**src/rtl/hall_speed_meter.sv**
```systemverilog
// Hall-sensor speed meter: synchronizes and debounces a 3-bit hall code, counts signed
// commutation steps inside a measurement window and reports the count when the window closes.
`timescale 1ns/1ps

module hall_speed_meter #(
    parameter int unsigned CNT_W    = 16,
    parameter int unsigned FILT_LEN = 4
) (
    input  logic             clk,
    input  logic             rst,
    input  logic             start,
    input  logic             clr,
    input  logic [2:0]       hall,
    output logic [CNT_W-1:0] speed,
    output logic             speed_valid,
    output logic             speed_err,
    output logic             dir
);

    localparam int unsigned HOLD_W = $clog2(FILT_LEN + 1);
    localparam logic [HOLD_W-1:0] FILT_MAX = HOLD_W'(FILT_LEN);
    localparam logic [CNT_W-1:0] ACC_MAX = {1'b0, {(CNT_W - 1){1'b1}}};
    localparam logic [CNT_W-1:0] ACC_MIN = {1'b1, {(CNT_W - 1){1'b0}}};

    // Synchronizer and debounce filter state
    logic [2:0]        sync1_q, sync2_q;
    logic [2:0]        cand_q;
    logic [HOLD_W-1:0] hold_q, run_len;
    logic [2:0]        filt_q;
    logic              accept;

    // Step decoding state
    logic [2:0]        new_idx;
    logic              new_valid;
    logic [2:0]        ref_q;
    logic              ref_valid_q;
    logic [2:0]        ref_up, ref_dn;
    logic              step_up, step_dn, fault_ev;

    // Window accumulator and output state
    logic [CNT_W-1:0]  acc_q, acc_d;
    logic              fault_q, fault_d;
    logic              dir_q, dir_d;
    logic              start_q;
    logic              fall;
    logic [CNT_W-1:0]  speed_q;
    logic              speed_valid_q;
    logic              speed_err_q;

    always_ff @(posedge clk or posedge rst) begin
        if (rst) begin
            sync1_q <= 3'b000;
            sync2_q <= 3'b000;
        end else begin
            sync1_q <= hall;
            sync2_q <= sync1_q;
        end
    end

    // run_len counts consecutive cycles the synchronized code has been stable, saturating.
    always_comb begin
        run_len = HOLD_W'(1);
        if (sync2_q == cand_q) begin
            run_len = (hold_q == FILT_MAX) ? hold_q : hold_q + 1'b1;
        end
        accept = (run_len == FILT_MAX) && (sync2_q != filt_q);
    end

    always_ff @(posedge clk or posedge rst) begin
        if (rst) begin
            cand_q <= 3'b000;
            hold_q <= '0;
            filt_q <= 3'b000;
        end else begin
            cand_q <= sync2_q;
            hold_q <= run_len;
            if (accept) begin
                filt_q <= sync2_q;
            end
        end
    end

    always_comb begin
        new_valid = 1'b1;
        new_idx   = 3'd0;
        case (sync2_q)
            3'b101:  new_idx = 3'd0;
            3'b100:  new_idx = 3'd1;
            3'b110:  new_idx = 3'd2;
            3'b010:  new_idx = 3'd3;
            3'b011:  new_idx = 3'd4;
            3'b001:  new_idx = 3'd5;
            default: new_valid = 1'b0;
        endcase
    end

    always_comb begin
        ref_up   = (ref_q == 3'd5) ? 3'd0 : ref_q + 3'd1;
        ref_dn   = (ref_q == 3'd0) ? 3'd5 : ref_q - 3'd1;
        step_up  = 1'b0;
        step_dn  = 1'b0;
        fault_ev = 1'b0;
        if (accept) begin
            if (!new_valid) begin
                fault_ev = 1'b1;
            end else if (ref_valid_q) begin
                if (new_idx == ref_up) begin
                    step_up = 1'b1;
                end else if (new_idx == ref_dn) begin
                    step_dn = 1'b1;
                end else begin
                    fault_ev = 1'b1;
                end
            end
        end
    end

    always_ff @(posedge clk or posedge rst) begin
        if (rst) begin
            ref_q       <= 3'd0;
            ref_valid_q <= 1'b0;
        end else if (accept) begin
            if (new_valid) begin
                ref_q       <= new_idx;
                ref_valid_q <= 1'b1;
            end else begin
                ref_valid_q <= 1'b0;
            end
        end
    end

    // Steps only land while the window is open; clr wins over anything in the same cycle.
    always_comb begin
        acc_d   = acc_q;
        fault_d = fault_q | fault_ev;
        dir_d   = dir_q;
        if (clr) begin
            acc_d   = '0;
            fault_d = 1'b0;
        end else if (start) begin
            if (step_up) begin
                dir_d = 1'b1;
                if (acc_q != ACC_MAX) begin
                    acc_d = acc_q + CNT_W'(1);
                end
            end else if (step_dn) begin
                dir_d = 1'b0;
                if (acc_q != ACC_MIN) begin
                    acc_d = acc_q - CNT_W'(1);
                end
            end
        end
    end

    assign fall = start_q & ~start;

    always_ff @(posedge clk or posedge rst) begin
        if (rst) begin
            acc_q         <= '0;
            fault_q       <= 1'b0;
            dir_q         <= 1'b0;
            start_q       <= 1'b0;
            speed_q       <= '0;
            speed_valid_q <= 1'b0;
            speed_err_q   <= 1'b0;
        end else begin
            acc_q         <= acc_d;
            fault_q       <= fault_d;
            dir_q         <= dir_d;
            start_q       <= start;
            speed_valid_q <= fall;
            if (fall) begin
                speed_q     <= acc_q;
                speed_err_q <= fault_q;
            end
        end
    end

    assign speed       = speed_q;
    assign speed_valid = speed_valid_q;
    assign speed_err   = speed_err_q;
    assign dir         = dir_q;

endmodule

```
**config.mk**
```make
export PLATFORM = sky130hd
export DESIGN_NAME = hall_speed_meter
export DESIGN_NICKNAME = d
export VERILOG_FILES = /design/src/rtl/hall_speed_meter.sv
export SDC_FILE = /design/constraint.sdc
export NUM_CORES = 1
export LEC_CHECK = 0
export ABC_AREA = 1
export CORE_ASPECT_RATIO = 0.7
export CORE_MARGIN = 4
export CORE_UTILIZATION = 30
export CTS_CLUSTER_SIZE = 16
export DETAILED_ROUTE_END_ITERATION = 8
export PLACE_DENSITY = 0.51
export RECOVER_POWER = 50
export SYNTH_ARGS = -nofsm -noshare
export SYNTH_HDL_FRONTEND = slang
export SYNTH_SLANG_ARGS = --single-unit
```
**constraint.sdc**
```tcl
create_clock -name clk -period 5.13 [get_ports clk]
set_clock_uncertainty 0.1 [all_clocks]
set_input_delay 0.7695 -clock clk [delete_from_list [all_inputs] [get_ports clk]]
set_output_delay 0.7695 -clock clk [all_outputs]
set_load 0.005 [all_outputs]
```
[Word-level counts from Yosys, hierarchy flattened]
Cells that the tools add are included.
Cells by class
  multiplexer cells: 30
  eq/ne operators: 16
  $add $sub $neg: 5
  reductions and logical operators: 10
  bitwise logic cells: 4
Operators with widths (count)
  two-way mux 16 bit: 6
  two-way mux 1 bit: 19
  == test 3 bit (second input constant): 6
  adder 16 x 1 -> 16 bit (second input constant): 1
  inequality test 16 x 15 -> 1 bit (second input constant): 1
  inequality test 16 bit (second input constant): 1
  subtractor 16 x 1 -> 16 bit (second input constant): 1
  one-hot mux 3 bit (5 select lines): 1
  two-way mux 3 bit: 4
  == test 3 bit: 3
  adder 3 x 1 -> 3 bit (second input constant): 2
  == test 3 x 2 -> 1 bit (second input constant): 2
  nonzero test 3 bit: 2
  OR reduction 6 bit: 1
  AND reduction 4 bit: 1
  nonzero test 2 bit: 2
  == test 3 x 1 -> 1 bit (second input constant): 1
  logical NOT 3 bit: 1
  inequality test 3 x 2 -> 1 bit (second input constant): 1
  inequality test 3 bit: 1
  AND reduction 3 bit: 1
  subtractor 3 x 1 -> 3 bit (second input constant): 1
  NOT 1 bit: 2
  AND reduction 2 bit: 1
  3 further kinds: 3
Storage, ports and cells
  input bits: 7
  logic and storage cells: 79
  output and inout port bits: 19
  register bits: 56

[Depth between registers and ports, before layout]
Gate-level depths: netlist of run 1.
  depth in word-level cells: 12
  depth in mapped cells: 23
  gate-level depth less buffers: 22

[Worst setup path before layout of run 1]
No wires, ideal clock.
  kind: reg-to-reg
  from: register hold_q[0]
  to: register acc_q[15]
  data required time: 4913 ps
  cell stages (with the launch flop): 22
  setup slack: 1941 ps
  arrival: 2972 ps
  library setup time: 117 ps
  buffers on the path: 0
  period minus slack after synthesis: 3189 ps
  cell sequence: dfrtp_1 -> inv_1 -> ha_1 -> nand2_1 -> xor2_1 -> nand2_1 -> nor2_4 -> nand4_4 -> nor2_1 -> inv_1 -> ha_1 -> nand3_1 -> nand3_1 -> a21oi_1 -> o21ai_0 -> nand3_1 -> nand2_1 -> inv_1 -> nand2_1 -> nand2_1 -> nand2_1 -> nand2_1
Between the ends
  longest elaborated chain between the ends: 9
  elaborated cells on any way between the ends: 15
  classes of those cells: 1 x add/sub; 3 x eq/ne; 7 x mux; 4 x reduce/logical
Ends and longest elaborated chain
  from (decl): RTL line 28  | logic [HOLD_W-1:0] hold_q, run_len;
  from (signal assigned): RTL line 76  | hold_q <= run_len;
  adder 3 x 1 -> 3 bit or == test 3 bit (tied branches): RTL line 64  | run_len = (hold_q == FILT_MAX) ? hold_q : hold_q + 1'b1;
  two-way mux 3 bit *: RTL line 64
  two-way mux 3 bit *: RTL line 63  | if (sync2_q == cand_q) begin
  == test 3 bit *: RTL line 66  | accept = (run_len == FILT_MAX) && (sync2_q != filt_q);
  logical AND 1 bit *: RTL line 66
  two-way mux 1 bit *: RTL line 103  | if (accept) begin
  via step_up: RTL line 38  | logic step_up, step_dn, fault_ev;
  two-way mux 16 bit: RTL line 141  | if (step_up) begin
  two-way mux 16 bit: RTL line 140  | end else if (start) begin
  two-way mux 16 bit: RTL line 137  | if (clr) begin
  to (signal assigned): RTL line 159  | acc_q <= '0;
  to (signal assigned): RTL line 167  | acc_q <= acc_d;
  to (decl): RTL line 41  | logic [CNT_W-1:0] acc_q, acc_d;
The timed path passes the listed nets; every way through them passes the cells marked *. The select of a mux whose other input is x is not followed.
A chain may end at the register's enable or synchronous reset.

[Worst setup path after layout of run 1]
  from: register sync2_q[0]
  to: register acc_q[15]
Between the ends
  longest elaborated chain between the ends: 10
  elaborated cells on any way between the ends: 32
  classes of those cells: 12 x eq/ne; 15 x mux; 5 x reduce/logical
Ends and longest elaborated chain
  from (decl): RTL line 26  | logic [2:0] sync1_q, sync2_q;
  from (signal assigned): RTL line 56  | sync2_q <= sync1_q;
  == test 3 x 1 -> 1 bit, or another cell as far along: RTL line 86  | case (sync2_q)
  one-hot mux 3 bit (5 select lines): RTL line 86
  == test 3 bit: RTL line 107  | if (new_idx == ref_up) begin
  two-way mux 1 bit: RTL line 107
  two-way mux 1 bit: RTL line 106  | end else if (ref_valid_q) begin
  two-way mux 1 bit: RTL line 104  | if (!new_valid) begin
  two-way mux 1 bit *: RTL line 103
  via step_up: RTL line 38
  two-way mux 16 bit: RTL line 141
  two-way mux 16 bit: RTL line 140
  two-way mux 16 bit: RTL line 137
Marks and branches as above.

==> qor.csv, run 1 <==
metric;value;unit
drc;0;
clk_pin_slew;0.07;ns
synth-seq-cells;56;
dp_hpwl;6280;um
wl;8190;um
design_area;0.00394;mm2
final_nets;481;
layout_min_cycle_time;3.84;ns
critPathSlowestCell;dfrtp_1;
synth-edff-count;0;
netlist_area;0.00341;mm2
hold_violations;0;
worst_slew_pin_slew;3.05;ns
ys_seq_area_share;41.1;%
vdd_drop_max;0.172;mV
crit_type;flip-flop to flip-flop;
p_leak;1.94;nW
finalSetupTns;0;ns
drt_iter0_markers;236;
cts_resized;0;
synth-main-ff-cell;dfrtp_1;
status;finished, violations left;
syn_nets;455;
antenna_found_initial;0;
num_rows;32;
root_buffer;clkbuf_16;
synthArstFlopShare;100;%
cpPeakStageDelay;0.48;ns
fmax;260;MHz
rsz0062_at_grt;false;
power.density;422;mW/mm2
first_pass_iters;4;
cts_tree;yes;
die-height;97.2;um
synth_cell_types;35;
gp_congestion;0.838;
numCtsBuffers;5;
p_total;1.66;mW
numPortBuffers;25;
holdWs;0.262;ns
overflow;0;
arrival;3.92;ns
worstSetupEndpointType;flip-flop;
vias_per_cell;4.59;
grt_max_degree;57;
die_w;135;um
die-area;0.0132;mm2
antenna_cells;0;
syn2layout_area_growth;15.6;%
period_share;74.9;%
yosysWarningCount;0;
vias;2793;
postSynthAreaPerCell;7.97;um2
start_util;30.9;%
cts.htree.levels;2;
slew_viol_final;57;
cts_hold_buf;0;
crit_path_max_fanout;16;
place_ws;1.35;ns
violations;capacitance limit, slew limit;
fin_ws;1.29;ns
clk_path_buf_depth;2;
yosys-top-cells-area;dfrtp_1 41%, nand2_1 14%, ha_1 7.0%;
slew_headroom;-103;%
clock_latency;0.30;ns
io_pins;26;
start_kind;flip-flop;
core;0.0111;mm2
clock-sinks;56;
grt_pass1_wl;14100;um
cts_setup_buffers;0;
dpl_cell_area;0.00381;mm2
cp_common_cell;nand3_1;
grtUsageTotal;13.3;%
synthCells;428;
drive_above_1_share;10.8;%
grt_pass1_vias;2728;
finalSetupViolCount;0;
antenna_left;0;
crit_required;5.21;ns
hold_path_class;flip-flop to flip-flop;
worstPathCellList;inv_1, nand2_2, nand2_2, nor2_4, nand3_1, nor2_4, nand4_4, nor2_1, inv_1, ha_1, nand3_1, nand3_1, a21oi_1, o21ai_0, nand3_1, nand2_1, nand3_1, nand2_1, nand2_1, nand2_1;
drv_cap;1;
yosysTopAreaCellShare;41.1;%
synth_area_leader_cell;dfrtp_1;
wl_per_cell;13.5;um
==> Yosys cell counts (2+ instances only) <==
cell type,n
nor4_1,5
nand3_2,3
nand4_1,6
nor2_1,26
nand3b_1,2
nor2_2,4
nor3_1,3
nor2_4,4
nand2_1,130
clkbuf_1,5
nand3_1,31
inv_1,41
ha_1,19
o21ai_0,19
o31ai_1,2
nand2_2,23
dfrtp_1,56
xnor2_1,7
a21oi_1,17
xor2_1,7
inv_2,3
o22ai_1,2
==> stage by stage <==
stage / std cells / utilization (%)
after floorplan: 428 / -
after global placement: 600 / 34.5
after detailed placement: 600 / 34.5
after CTS: 608 / 35.8
after global routing: 608 / 35.7
final: 608 / 35.7
==> critical path: cells and delay by family (launching register included) <==
kind / cells / cell delay (ns)
compound gates: 2 / 0.67
fa+ha+maj: 1 / 0.45
buf+inv: 2 / 0.49
flops: 1 / 0.48
simple gates: 15 / 1.52
==> placed cells by master (no fill, tap or decap), types with 3 or more instances in the layout <==
cell,count
nor3_1,3
xnor2_1,7
nand4_1,6
a21oi_1,17
xor2_1,7
nand2_1,130
nand2_2,23
nor2_1,26
dfrtp_1,56
nor4_1,5
nor2_2,4
nand3_1,32
dlygate4sd3_1,4
clkbuf_16,5
nor2_4,4
inv_1,41
clkdlybuf4s50_1,21
o21ai_0,19
ha_1,19
==> kinds of logic after synthesis <==
kind of cell / synth area share, %
flip-flops: 41.1
XOR/XNOR: 4.40
adder cells (fa/ha/maj): 7.56
AND/OR/NAND/NOR: 33.4
buffers and inverters: 6.64
AO/OA/AOI/OAI: 6.86
==> registers in the layout, indices dropped and copies added, names as in the netlist <==
name	cells
cand_q	3
speed_valid	1
sync1_q	3
ref_valid_q	1
speed_err	1
speed	16
filt_q	3
fault_q	1
acc_q	16
start_q	1
dir	1
ref_q	3
hold_q	3
sync2_q	3
==> per-layer routing <==
metal | vias to the layer above | track usage [%] | wire [um] | part of all wire (%)
met4 | 0 | 1.86 | 40 | 0.49
met2 | 47 | 18.2 | 3090 | 38
li1 | 1433 | - | - | -
met3 | 5 | 3.00 | 358 | 4.4
met5 | - | 0 | 0 | 0
met1 | 1308 | 21.5 | 4700 | 57
==> power breakdown <==
group	internal [mW]	leakage, nW	total, mW	switching (mW)
combinational	0.298	1.14	0.699	0.401
clock	0.182	0.0702	0.347	0.165
sequential	0.521	0.729	0.618	0.0972
==> worst paths after layout <==
kind | cells past startpoint | startpoint | endpoint | slack, ns
max | 20 | sync2_q[0] | acc_q[15] | 1.29
min | 0 | sync1_q[2] | sync2_q[2] | 0.26
max reg2reg | 20 | sync2_q[0] | acc_q[15] | 1.29
min reg2reg | 0 | sync1_q[2] | sync2_q[2] | 0.26
max in group asynchronous | 3 | rst | start_q | 1.36
min in group asynchronous | 3 | rst | speed[9] | 1.85
==> area by class of cell <==
| cell class | instances | area, um2 |
|---|---|---|
| multi-input combinational | 319 | 1780 |
| sequential | 56 | 1400 |
| fill | 1167 | 7110 |
| timing repair buffer | 27 | 258 |
| clock inverter | 3 | 21.3 |
| clock buffer | 5 | 125 |
| inverter | 45 | 169 |
| tap | 153 | 191 |
No activity file was read; power rests on OpenSTA's default activity.
==> inputs of run 2 (changes only) <==
--- a/config.mk
+++ b/config.mk
@@ -11,7 +11,7 @@
 export CORE_UTILIZATION = 30
 export CTS_CLUSTER_SIZE = 16
 export DETAILED_ROUTE_END_ITERATION = 8
-export PLACE_DENSITY = 0.51
+export PLACE_DENSITY = 0.52
 export RECOVER_POWER = 50
 export SYNTH_ARGS = -nofsm -noshare
 export SYNTH_HDL_FRONTEND = slang
==> constraint.sdc (replaced) <==
create_clock -name clk -period 3.2 [get_ports clk]
set_clock_uncertainty 0.1 [all_clocks]
set_input_delay 0.48 -clock clk [delete_from_list [all_inputs] [get_ports clk]]
set_output_delay 0.48 -clock clk [all_outputs]
set_load 0.005 [all_outputs]
==> qor.csv, run 2 (synthesis gave the netlist of run 1 again) <==
metric;value;unit;change
antenna_cells;0;;unchanged
numPortBuffers;25;;unchanged
drc;0;;unchanged
final_nets;500;;+4.0%
overflow;0;;unchanged
vias_per_cell;4.63;;+0.68%
worstSetupEndpointType;flip-flop;;
root_buffer;clkbuf_16;;
critPathSlowestCell;dfrtp_1;;
crit_required;3.29;ns;-1.92 ns
io_pins;26;;unchanged
vdd_drop_max;0.256;mV;+49%
die_w;135;um;unchanged
clock_latency;0.29;ns;about the same
clock-sinks;56;;unchanged
fill_cells;1135;;-2.7%
first_pass_iters;4;;unchanged
fmax;323;MHz;+24%
drv_cap;0;;-1
status;completed;;
arrival;3.18;ns;-0.74 ns
drt_iter0_markers;258;;+9.3%
place_ws;-0.115;ns;-1.47 ns
finalSetupViolCount;0;;unchanged
cts.htree.levels;2;;unchanged
clk_pin_slew;0.07;ns;about the same
hold_violations;0;;unchanged
worstPathCellList;inv_2, ha_4, nand2_2, xor2_2, nand2_2, nor2_4, nand4_4, nor2_4, clkinv_4, buf_12, ha_2, nand2_1, nor2_2, nand2_1, o21ai_1, xor2_1, nor2_1, nand2_2, nand2_2;;
num_rows;32;;unchanged
dp_hpwl;6280;um;about the same
cpPeakStageDelay;0.40;ns;-0.08 ns
wl_per_cell;13.9;um;+3.0%
hold_path_class;flip-flop to flip-flop;;
layout_min_cycle_time;3.09;ns;-0.753 ns
grt_pass1_wl;14000;um;about the same
grt_pass1_vias;2793;;+2.4%
slew_viol_final;0;;-100%
start_kind;flip-flop;;
drive_above_1_share;24.7;%;+14 points
numCtsBuffers;5;;unchanged
finalSetupTns;0;ns;unchanged
p_leak;2.09;nW;+8.0%
power.density;662;mW/mm2;+57%
ff2ff_setup_slack;0.11;ns;-1.18 ns
fin_ws;0.108;ns;-1.18 ns
die-area;0.0132;mm2;unchanged
grt_max_degree;39;;-32%
worst_slew_pin_slew;0.860;ns;-2.19 ns
grtUsageTotal;13.1;%;-0.18 points
syn2layout_area_growth;29.7;%;
wl;8700;um;+6.2%
cp_common_cell;nand2_2;;
antenna_left;0;;unchanged
slew_headroom;42.6;%;+150 points
vias;2900;;+3.8%
die-height;97.2;um;unchanged
crit_type;flip-flop to flip-flop;;
gp_congestion;0.890;;+6.2%
core;0.0111;mm2;unchanged
cts_tree;yes;;
start_util;30.9;%;unchanged
cts_hold_buf;0;;unchanged
period_share;96.6;%;+22 points
clk_path_buf_depth;2;;unchanged
antenna_found_initial;0;;unchanged
crit_path_max_fanout;7;;-9
layout_common_cells;126 x nand2_1, 56 x dfrtp_1, 35 x inv_1, 30 x nand3_1, 27 x nand2_2;;
final_common_cell;nand2_1;;
-- run 2: changes by cell type in the layout (fill, tap and decap cells not counted), sizes merged --
cell / before / now
buf: 0 / 20
inv: 44 / 43
clkbuf: 7 / 8
clkinv: 3 / 2
-- run 2: layout make-up --
type | instances | area (um2) | area share, %
Timing Repair Buffer | 46 | 450 | 10.2
Inverter | 45 | 174 | 3.93
Tap cell | 153 | 191 | 4.33
Clock inverter | 1 | 7.51 | 0.170
Multi-Input combinational cell | 319 | 2060 | 46.5
Sequential cell | 56 | 1400 | 31.7
Clock buffer | 7 | 143 | 3.22
-- run 2: what timing repair did --
item,CTS,global route
pin swaps,1,13
gates resized for setup,7,56
gates cloned,0,1
setup buffers,1,3
setup endpoints to repair,7,10
-- run 2: final timing paths --
path	endpoint	startpoint	cells past startpoint
setup / recovery	acc_q[13]	hold_q[0]	19
hold / removal	sync2_q[1]	sync1_q[1]	0
setup reg to reg	acc_q[13]	hold_q[0]	19
hold reg to reg	sync2_q[1]	sync1_q[1]	0
max in group asynchronous	filt_q[0]	rst	3
min in group asynchronous	speed[10]	rst	2
-- run 2: layer usage --
layer  wire, um  up-vias  global-route usage (%)
li1           -     1466                       -
met1       4520     1361                    20.8
met2       3590       69                    18.1
met3        554        4                    3.05
met4         38        0                    2.48
met5          0        -                       0
-- run 2: power breakdown --
part | internal (mW) | switching [mW]
sequential | 0.835 | 0.170
combinational | 0.633 | 0.724
clock | 0.313 | 0.253
total | 1.78 | 1.15
-- run 2: critical path, delay by kind of cell, from the launching register on --
| family | cells | cell delay (ns) |
|---|---|---|
| and+or+nand+nor | 11 | 1.08 |
| adders and majority gates | 2 | 0.49 |
| DFF | 1 | 0.40 |
| buffers and inverters | 3 | 0.40 |
| xor gates and xnor gates | 2 | 0.36 |
| AOI/OAI and AO/OA | 1 | 0.14 |
-- run 2: stage by stage --
stage / total power [mW] / cell area [um2] / utilization (%) / std cells / hold WS (ns)
2_1_floorplan: 1.80 / 3410 / - / 428 / 0.231
3_3_place_gp: 2.12 / 3930 / 35.5 / 614 / 0.238
3_5_place_dp: 2.13 / 3930 / 35.5 / 614 / 0.238
4_1_cts: 2.74 / 4100 / 37.1 / 623 / 0.255
5_1_grt: 3.18 / 4420 / 40.0 / 627 / 0.258
6_report: 2.93 / 4420 / 40.0 / 627 / 0.253
==> variant, RTL diff (flow settings as in run 2) <==
Add an input register stage for `hall`; this delays it by one clock. The other inputs are not delayed to match.
--- a/src/rtl/hall_speed_meter.sv
+++ b/src/rtl/hall_speed_meter.sv
@@ -21,6 +21,12 @@
     localparam logic [HOLD_W-1:0] FILT_MAX = HOLD_W'(FILT_LEN);
     localparam logic [CNT_W-1:0] ACC_MAX = {1'b0, {(CNT_W - 1){1'b1}}};
     localparam logic [CNT_W-1:0] ACC_MIN = {1'b1, {(CNT_W - 1){1'b0}}};
+
+    logic [2:0] hall_q;
+
+    always_ff @(posedge clk) begin
+        hall_q <= hall;
+    end
 
     // Synchronizer and debounce filter state
     logic [2:0]        sync1_q, sync2_q;
@@ -52,7 +58,7 @@
             sync1_q <= 3'b000;
             sync2_q <= 3'b000;
         end else begin
-            sync1_q <= hall;
+            sync1_q <= hall_q;
             sync2_q <= sync1_q;
         end
     end
Check against the original RTL: not equivalent (a bounded check fails within 10 cycles, from zero or initial values and one cycle with rst high).
==> variant against run 2 <==
Final area grew 2.5%; largest cell class unchanged; worst setup slack improved by 100 ps; via count decreased by 2.8%; routed wire length fell by 9.3%; critical endpoint is now acc_q[15]$_DFFE_PP0P_; highest routed layer unchanged; die area up 1.9%; sequential cell count increased by 3; maximum frequency is 3.4% higher; synthesized area grew 2.1%.
Power is not compared: it rests on default switching activity, and its combinational part moved more than twofold at a synthesized area within 25%.
==> variant: results <==
export IMPL_synth_distinct_cells=38
export IMPL_placedInstanceArea_um2=4070
export IMPL_synthXorXnorAreaFrac_pct=5.75
export IMPL_routed_via_count=2818
export IMPL_slew_headroom_pct=27.4
export IMPL_critPathMaxStageDelay_ps=420
export IMPL_numCtsBuffers=9
export IMPL_globalRouteTotalUtil_pct=12.6
export IMPL_first_global_vias=2662
export IMPL_synth_adder_area_share_pct=7.40
export IMPL_wl_met1_um=4260
export IMPL_synth_nets=435
export IMPL_drive_gt1_share_pct=22.2
export IMPL_r2r_slack_ps=210
export IMPL_r2r_start="sync2_q[2]$_DFF_PP0_"
export IMPL_ys_top_cells_by_count="99 x nand2_1, 56 x dfrtp_1, 56 x inv_1"
export IMPL_layout_nets=491
export IMPL_place_hpwl_um=5920
export IMPL_worstPathArrival_ps=3100
export IMPL_via_per_inst=4.53
export IMPL_syn_inst=408
export IMPL_hold_path_startpoint="hall_q[0]$_DFF_P_"
export IMPL_htreeDepth=3
export IMPL_netlist_top_cells_area="dfrtp_1 40%, nand2_1 11%, ha_1 6.8%, inv_1 6.0%, o21ai_0 4.3%"
export IMPL_synth_compound_area_share_pct=11.1
export IMPL_r2r_end="acc_q[15]$_DFFE_PP0P_"
export IMPL_ys_async_sr_fraction_pct=94.9
export IMPL_grt_max_degree=35
export IMPL_outcome="finished, final reports clean"
export IMPL_wl_met3_um=473
export IMPL_yosysSeqAreaShare_pct=42.0
export IMPL_grt_first_pass_wirelength_um=13400
==> variant: cell count changes in the layout (fill, tap and decap cells not counted), sizes merged, moves of 5 or more <==
cell,run 2,this run
buf,20,25
nand3,35,29
nand2,154,106
inv,43,60
o21ai,19,40
clkbuf,8,13
nand4,7,15
nor2,34,22
nor4,5,0
==> variant: cell families after synthesis <==
family,Yosys count
flip-flops,59
adder cells (fa/ha/maj),20
AND/OR/NAND/NOR,179
buffers and inverters,66
XOR/XNOR,19
AO/OA/AOI/OAI,65
==> variant: power groups by stage <==
stage | Clock (mW) | Sequential [mW] | Combinational, mW
final | 0.997 | 0.766 | 0.0980
after global routing | 1.06 | 0.767 | 0.112
after CTS | 1.02 | 0.765 | 0.0990
after detailed placement | 0 | 0.779 | 0.0983
after global placement | 0 | 0.779 | 0.0981
after floorplan | 0 | 0.776 | 0.0637
==> variant: final cells by class <==
| type | count | area, um^2 |
|---|---|---|
| fillers | 1116 | 6640 |
| multi-input cells | 283 | 1890 |
| flip-flops and latches | 59 | 1460 |
| repair buffers | 52 | 458 |
| clock buffers | 11 | 253 |
| inverters | 59 | 221 |
| well taps | 153 | 191 |
| clock inverters | 5 | 60.1 |
==> variant: how the worst max path moves through the flow <==
stage	from	end	depth (start not counted)
2_1_floorplan	hold_q[0]$_DFF_PP0_	acc_q[10]$_DFFE_PP0P_	16
3_3_place_gp	sync2_q[1]$_DFF_PP0_	acc_q[15]$_DFFE_PP0P_	19
3_5_place_dp	sync2_q[1]$_DFF_PP0_	acc_q[15]$_DFFE_PP0P_	19
4_1_cts	sync2_q[1]$_DFF_PP0_	acc_q[15]$_DFFE_PP0P_	19
5_1_grt	sync2_q[0]$_DFF_PP0_	acc_q[15]$_DFFE_PP0P_	18
6_report	sync2_q[2]$_DFF_PP0_	acc_q[15]$_DFFE_PP0P_	17
==> variant: per-stage QoR <==
step / setup WS [ps] / setup TNS (ps) / hold WS, ps
after CTS: 45.3 / 0 / 225
after global routing: -27.9 / -80.1 / 229
after floorplan: 44.2 / 0 / 216
final: 209 / 0 / 218
after detailed placement: 55.9 / 0 / 221
after global placement: 93.6 / 0 / 221
==> variant: what timing repair did <==
item,in CTS,in global routing
setup endpoints to repair,0,10
buffers inserted,0,3
gates resized for setup,0,33
hold buffers,0,0
hold endpoints to repair,0,0
==> variant: worst reg2reg max path, delay by kind of cell, from the launching register on <==
family,cells,cell delay [ps]
fa+ha+maj,1,380
simple gates,13,1420
buf+inv,2,350
flops,1,420
xor+xnor,1,220
==> variant: metal layers <==
metal | up-vias | track usage, %
met5 | - | 0
met4 | 0 | 4.18
met3 | 2 | 2.73
met2 | 61 | 16.9
met1 | 1302 | 19.7
li1 | 1453 | -
